--- config.mk ---
export PLATFORM = sky130hd
export DESIGN_NAME = instr_encoder
export DESIGN_NICKNAME = d
export VERILOG_FILES = /design/src/rtl/instr_encoder.sv
export SDC_FILE = /design/constraint.sdc
export NUM_CORES = 1
export LEC_CHECK = 0
export CAP_MARGIN = 5
export CORE_ASPECT_RATIO = 0.7
export CORE_UTILIZATION = 38
export DETAILED_ROUTE_END_ITERATION = 16
export GPL_ROUTABILITY_DRIVEN = 0
export PLACE_DENSITY = 0.65
export SKIP_LAST_GASP = 1
export SYNTH_ARGS = -nofsm -noshare
export SYNTH_HDL_FRONTEND = slang
export SYNTH_SLANG_ARGS = --single-unit
--- constraint.sdc ---
create_clock -name clk -period 2.65 [get_ports clk]
set_clock_uncertainty 0.05 [all_clocks]
set_input_delay 0.795 -clock clk [delete_from_list [all_inputs] [get_ports clk]]
set_output_delay 0.795 -clock clk [all_outputs]
set_load 0.005 [all_outputs]
--- src/rtl/instr_encoder.sv ---
// RV64 instruction-word encoder: packs R/LD/SD/BEQ field requests into 32-bit words and queues them in a FIFO.
// Optional immediate range checking (sticky err) is enabled by defining ENC_RANGE_CHECK_EN.
module instr_encoder #(
    parameter int FIFO_DEPTH = 4
) (
    input  logic                          clk,
    input  logic                          rst,
    input  logic                          in_valid,
    output logic                          in_ready,
    input  logic [1:0]                    in_op,
    input  logic [4:0]                    in_rd,
    input  logic [4:0]                    in_rs1,
    input  logic [4:0]                    in_rs2,
    input  logic [2:0]                    in_funct3,
    input  logic [6:0]                    in_funct7,
    input  logic [12:0]                   in_imm,
    output logic                          out_valid,
    input  logic                          out_ready,
    output logic [31:0]                   out_instr,
    output logic [$clog2(FIFO_DEPTH):0]   count,
    output logic                          err
);

    localparam int AW = (FIFO_DEPTH > 1) ? $clog2(FIFO_DEPTH) : 1;
    localparam int CW = $clog2(FIFO_DEPTH) + 1;
    localparam logic [CW-1:0] FULL_CNT = CW'(FIFO_DEPTH);

    localparam logic [1:0] OP_R   = 2'b00;
    localparam logic [1:0] OP_LD  = 2'b01;
    localparam logic [1:0] OP_SD  = 2'b10;
    localparam logic [1:0] OP_BEQ = 2'b11;

    logic [31:0]   mem_reg [FIFO_DEPTH];
    logic [AW-1:0] wr_ptr_reg, wr_ptr_next;
    logic [AW-1:0] rd_ptr_reg, rd_ptr_next;
    logic [CW-1:0] count_reg, count_next;
    logic [31:0]   enc_word;
    logic          push, pop;

    // in_ready comes only from registered occupancy, so a pop never frees a slot in the same cycle
    assign in_ready  = (count_reg != FULL_CNT);
    assign out_valid = (count_reg != '0);
    assign out_instr = out_valid ? mem_reg[rd_ptr_reg] : 32'h0;
    assign count     = count_reg;
    assign push      = in_valid && in_ready;
    assign pop       = out_valid && out_ready;

    always_comb begin
        enc_word = 32'h0;
        case (in_op)
            OP_R:   enc_word = {in_funct7, in_rs2, in_rs1, in_funct3, in_rd, 7'b0110011};
            OP_LD:  enc_word = {in_imm[11:0], in_rs1, 3'b011, in_rd, 7'b0000011};
            OP_SD:  enc_word = {in_imm[11:5], in_rs2, in_rs1, 3'b011, in_imm[4:0], 7'b0100011};
            OP_BEQ: enc_word = {in_imm[12], in_imm[10:5], in_rs2, in_rs1, 3'b000,
                                in_imm[4:1], in_imm[11], 7'b1100011};
            default: enc_word = 32'h0;
        endcase
    end

    always_comb begin
        wr_ptr_next = wr_ptr_reg;
        rd_ptr_next = rd_ptr_reg;
        count_next  = count_reg;
        if (push) begin
            wr_ptr_next = (wr_ptr_reg == AW'(FIFO_DEPTH - 1)) ? '0 : wr_ptr_reg + 1'b1;
        end
        if (pop) begin
            rd_ptr_next = (rd_ptr_reg == AW'(FIFO_DEPTH - 1)) ? '0 : rd_ptr_reg + 1'b1;
        end
        if (push && !pop) begin
            count_next = count_reg + 1'b1;
        end else if (pop && !push) begin
            count_next = count_reg - 1'b1;
        end
    end

    always_ff @(posedge clk or posedge rst) begin
        if (rst) begin
            wr_ptr_reg <= '0;
            rd_ptr_reg <= '0;
            count_reg  <= '0;
        end else begin
            wr_ptr_reg <= wr_ptr_next;
            rd_ptr_reg <= rd_ptr_next;
            count_reg  <= count_next;
        end
    end

    // Storage needs no reset: the pointers and count decide which entries are live
    always_ff @(posedge clk) begin
        if (push) begin
            mem_reg[wr_ptr_reg] <= enc_word;
        end
    end

`ifdef ENC_RANGE_CHECK_EN
    logic err_reg;
    logic range_bad;

    always_comb begin
        range_bad = 1'b0;
        case (in_op)
            OP_LD, OP_SD: range_bad = (in_imm[12] != in_imm[11]);
            OP_BEQ:       range_bad = in_imm[0];
            default:      range_bad = 1'b0;
        endcase
    end

    always_ff @(posedge clk or posedge rst) begin
        if (rst) begin
            err_reg <= 1'b0;
        end else if (push && range_bad) begin
            err_reg <= 1'b1;
        end
    end

    assign err = err_reg;
`else
    assign err = 1'b0;
`endif

endmodule

==> results.tsv <==
stage	metric	value	unit
route	drcViolationCount	0	
worst_hold_path	hold_path_depth	1	
placed_design	dp_slack	-51.26	ps
route	num_vias	2950	
floorplan	die-area	13810	µm²
setup_path	reg2reg_from	count[2]$_DFFE_PP0P_	
floorplan	fp-row-count	34	
clocking	cts.sinks	119	
logic_synthesis	netlist_top_cells_count	112 x edfxtp_1, 33 x and2_1, 28 x mux4_2, 17 x nand2_1, 16 x o21ai_0	
global_routing	grt_remaining_overflow	0	
worst_hold_path	hp-start	wr_ptr_reg[1]$_DFFE_PP0P_	
setup_path	required	1810	ps
global_routing	grt_antenna_before_repair	0	
logic_synthesis	synth_flop_cell	edfxtp_1	
setup_path	crit_path_start_kind	flip-flop	
logic_synthesis	synth_largest_area_cell	edfxtp_1	
power_and_ir_drop	cellPowerDensity	1154	nW/µm²
placed_design	port_buffers	78	
timing	setup_violations	23	
logic_synthesis	synth.avg_cell_area	18.03	µm²
timing	drv_slew	0	
route	drt-total-wl	11150	µm
global_routing	groute.usage.overall	17.72	%
final_layout	largest_reg_flops	112	
final_layout	num_antenna_cells	0	
logic_synthesis	yosysTopAreaCellShare	66.39	%
setup_path	r2r_slack	280	ps
setup_path	crit_arrival	1930	ps
power_and_ir_drop	p_leak	0.002657	µW
clocking	ctsLongestPathBuffers	2	
setup_path	startpoint	rd_ptr_reg[0]$_DFFE_PP0P_	
setup_path	end_kind	output port	
logic_synthesis	seq_area_frac_synth	69.84	%
floorplan	ios	82	
logic_synthesis	synth_area	5066	µm²
timing	period_share	104.8	%
global_routing	top_usage_layer	met2	
global_routing	grt_pass1_wl	17410	µm
placed_design	dpl.hpwl	6509	µm
logic_synthesis	synth_cells	281	
setup_path	path_class	flip-flop to output port	
global_routing	grt_pass1_vias	3084	
timing	fmax	360.0	MHz
logic_synthesis	yosysMostFrequentCell	edfxtp_1	
route	vias_per_cell	5.060	
floorplan	die_y	98.61	µm
clocking	clkTransAtPathRegs	50	ps
global_routing	grtUsageMet3	4.859	%
clocking	numCtsBuffers	17	
final_layout	fill_cells	1002	
route	first_pass_iters	4	
final_layout	nNetsFinal	467	
global_routing	use_met2	27.19	%
logic_synthesis	async_flop_share	5.882	%
global_routing	grt_max_degree	29	
floorplan	initial_utilization	39.83	%
job	drv_cap	0	
clocking	htreeDepth	4	
clocking	cts_tree	built	
timing	fin_crit	2778	ps
clocking	cts_hold_buffers	0	
timing	setup_ws	-128.1	ps
worst_hold_path	whs_endpoint	wr_ptr_reg[1]$_DFFE_PP0P_	
worst_hold_path	worstHoldPathType	flip-flop to flip-flop	
outcome	violations	negative setup slack	
final_layout	drive_gt1_share	38.72	%
clocking	insertion_delay	400	ps
floorplan	fp.coreArea	12720	µm²
floorplan	die_w	140.0	µm
logic_synthesis	yosysWarnings	0	
timing	hold_violations	0	
logic_synthesis	ys_types	25	
timing	holdWs	528.4	ps
power_and_ir_drop	max-vdd-ir-drop	0.0005507	V
logic_synthesis	synth-edff-count	112	
setup_path	cp_max_fo	4	
logic_synthesis	synth_area_leaders	edfxtp_1 66%, mux4_2 12%, and2_1 4.1%	
global_routing	use_met1	23.92	%
timing	rsz0062_at_grt	true	
logic_synthesis	ys_ff_latch	119	
outcome	status	finished, violations left	
route	drtIter0Drc	207	
setup_path	reg2reg_to	count[2]$_DFFE_PP0P_	
clocking	cts_root_buf	clkbuf_16	
final_layout	area_growth	40.45	%
route	wl_per_cell	19.13	µm
setup_path	r2r_cells	9	
route	ant_nets	0	
-- critical path, cell delays in order, from the launching register on --
cell and delay, ps:
dfrtp_2 420, buf_12 150, buf_12 130, buf_6 100, mux4_2 450, and2_4 160, buf_6 110
-- worst max-delay path by stage --
stage	endpoint	cells past startpoint
after floorplan	mem_reg[3][10]$_DFFE_PP_	2
after global placement	count[2]$_DFFE_PP0P_	8
after detailed placement	mem_reg[0][10]$_DFFE_PP_	6
after CTS	out_instr[27]	7
after global routing	out_instr[22]	6
final	out_instr[22]	6
-- cells by family after synthesis --
| kind of cell | Yosys count | share of synthesized area (%) |
|---|---|---|
| flip-flops | 119 | 69.84 |
| AND/OR/NAND/NOR | 62 | 6.545 |
| multiplexers | 36 | 14.23 |
| buffers and inverters | 25 | 2.939 |
| AO/OA/AOI/OAI | 23 | 2.742 |
| adder cells (fa/ha/maj) | 12 | 3.112 |
| XOR/XNOR | 3 | 0.5187 |
| other | 1 | 0.07402 |
-- what timing repair did --
item	in CTS	in global routing
gates resized for setup	174	14
cloned	3	0
setup endpoints to repair	31	28
buffers inserted	22	0
pin swaps	1	21
-- placed cells by master (no fill, tap or decap), drive strengths merged, types with 8 or more instances in the layout --
cell / netlist / routed
buf: 12 / 76
ha: 11 / 11
edfxtp: 112 / 112
clkbuf: 6 / 21
and2: 33 / 33
mux4: 28 / 28
clkdlybuf4s50: 0 / 47
nand2: 17 / 17
o21ai: 16 / 16
mux2: 8 / 8
-- per-layer routing --
metal / vias to the layer above / wire length [µm] / part of all wire, %
li1: 1327 / - / -
met1: 1503 / 5008 / 45
met2: 109 / 5284 / 47
met3: 11 / 753 / 6.8
met4: 0 / 106 / 0.95
met5: - / 0 / 0
-- final cells by class --
class	instances	area, µm²	share of cell area (%)
tap	162	202.7	2.849
clock inverter	8	60.06	0.8440
timing repair buffer	127	1390	19.54
clock buffer	21	440.4	6.190
inverter	7	26.28	0.3693
sequential	119	3540	49.74
multi-input combinational	139	1456	20.47
-- power breakdown --
part / internal, µW / switching, µW / leakage, µW
Sequential: 2520 / 109 / 0.00112
Clock: 1250 / 726 / 0.000246
Combinational: 2260 / 1350 / 0.00130
Total: 6030 / 2180 / 0.00266
-- per-stage QoR --
stage | power, µW | utilization [%] | cell area [µm²] | std cells | TNS, ps
after floorplan | 4093 | - | 5074 | 283 | 0
after global placement | 5472 | 49.16 | 6254 | 534 | -9.191
after detailed placement | 5522 | 49.16 | 6254 | 534 | -243.9
after CTS | 8267 | 56.02 | 7126 | 587 | -3844
after global routing | 8632 | 55.94 | 7116 | 583 | -3663
final | 8214 | 55.94 | 7116 | 583 | -1898
(Power assumes the default switching activity.)
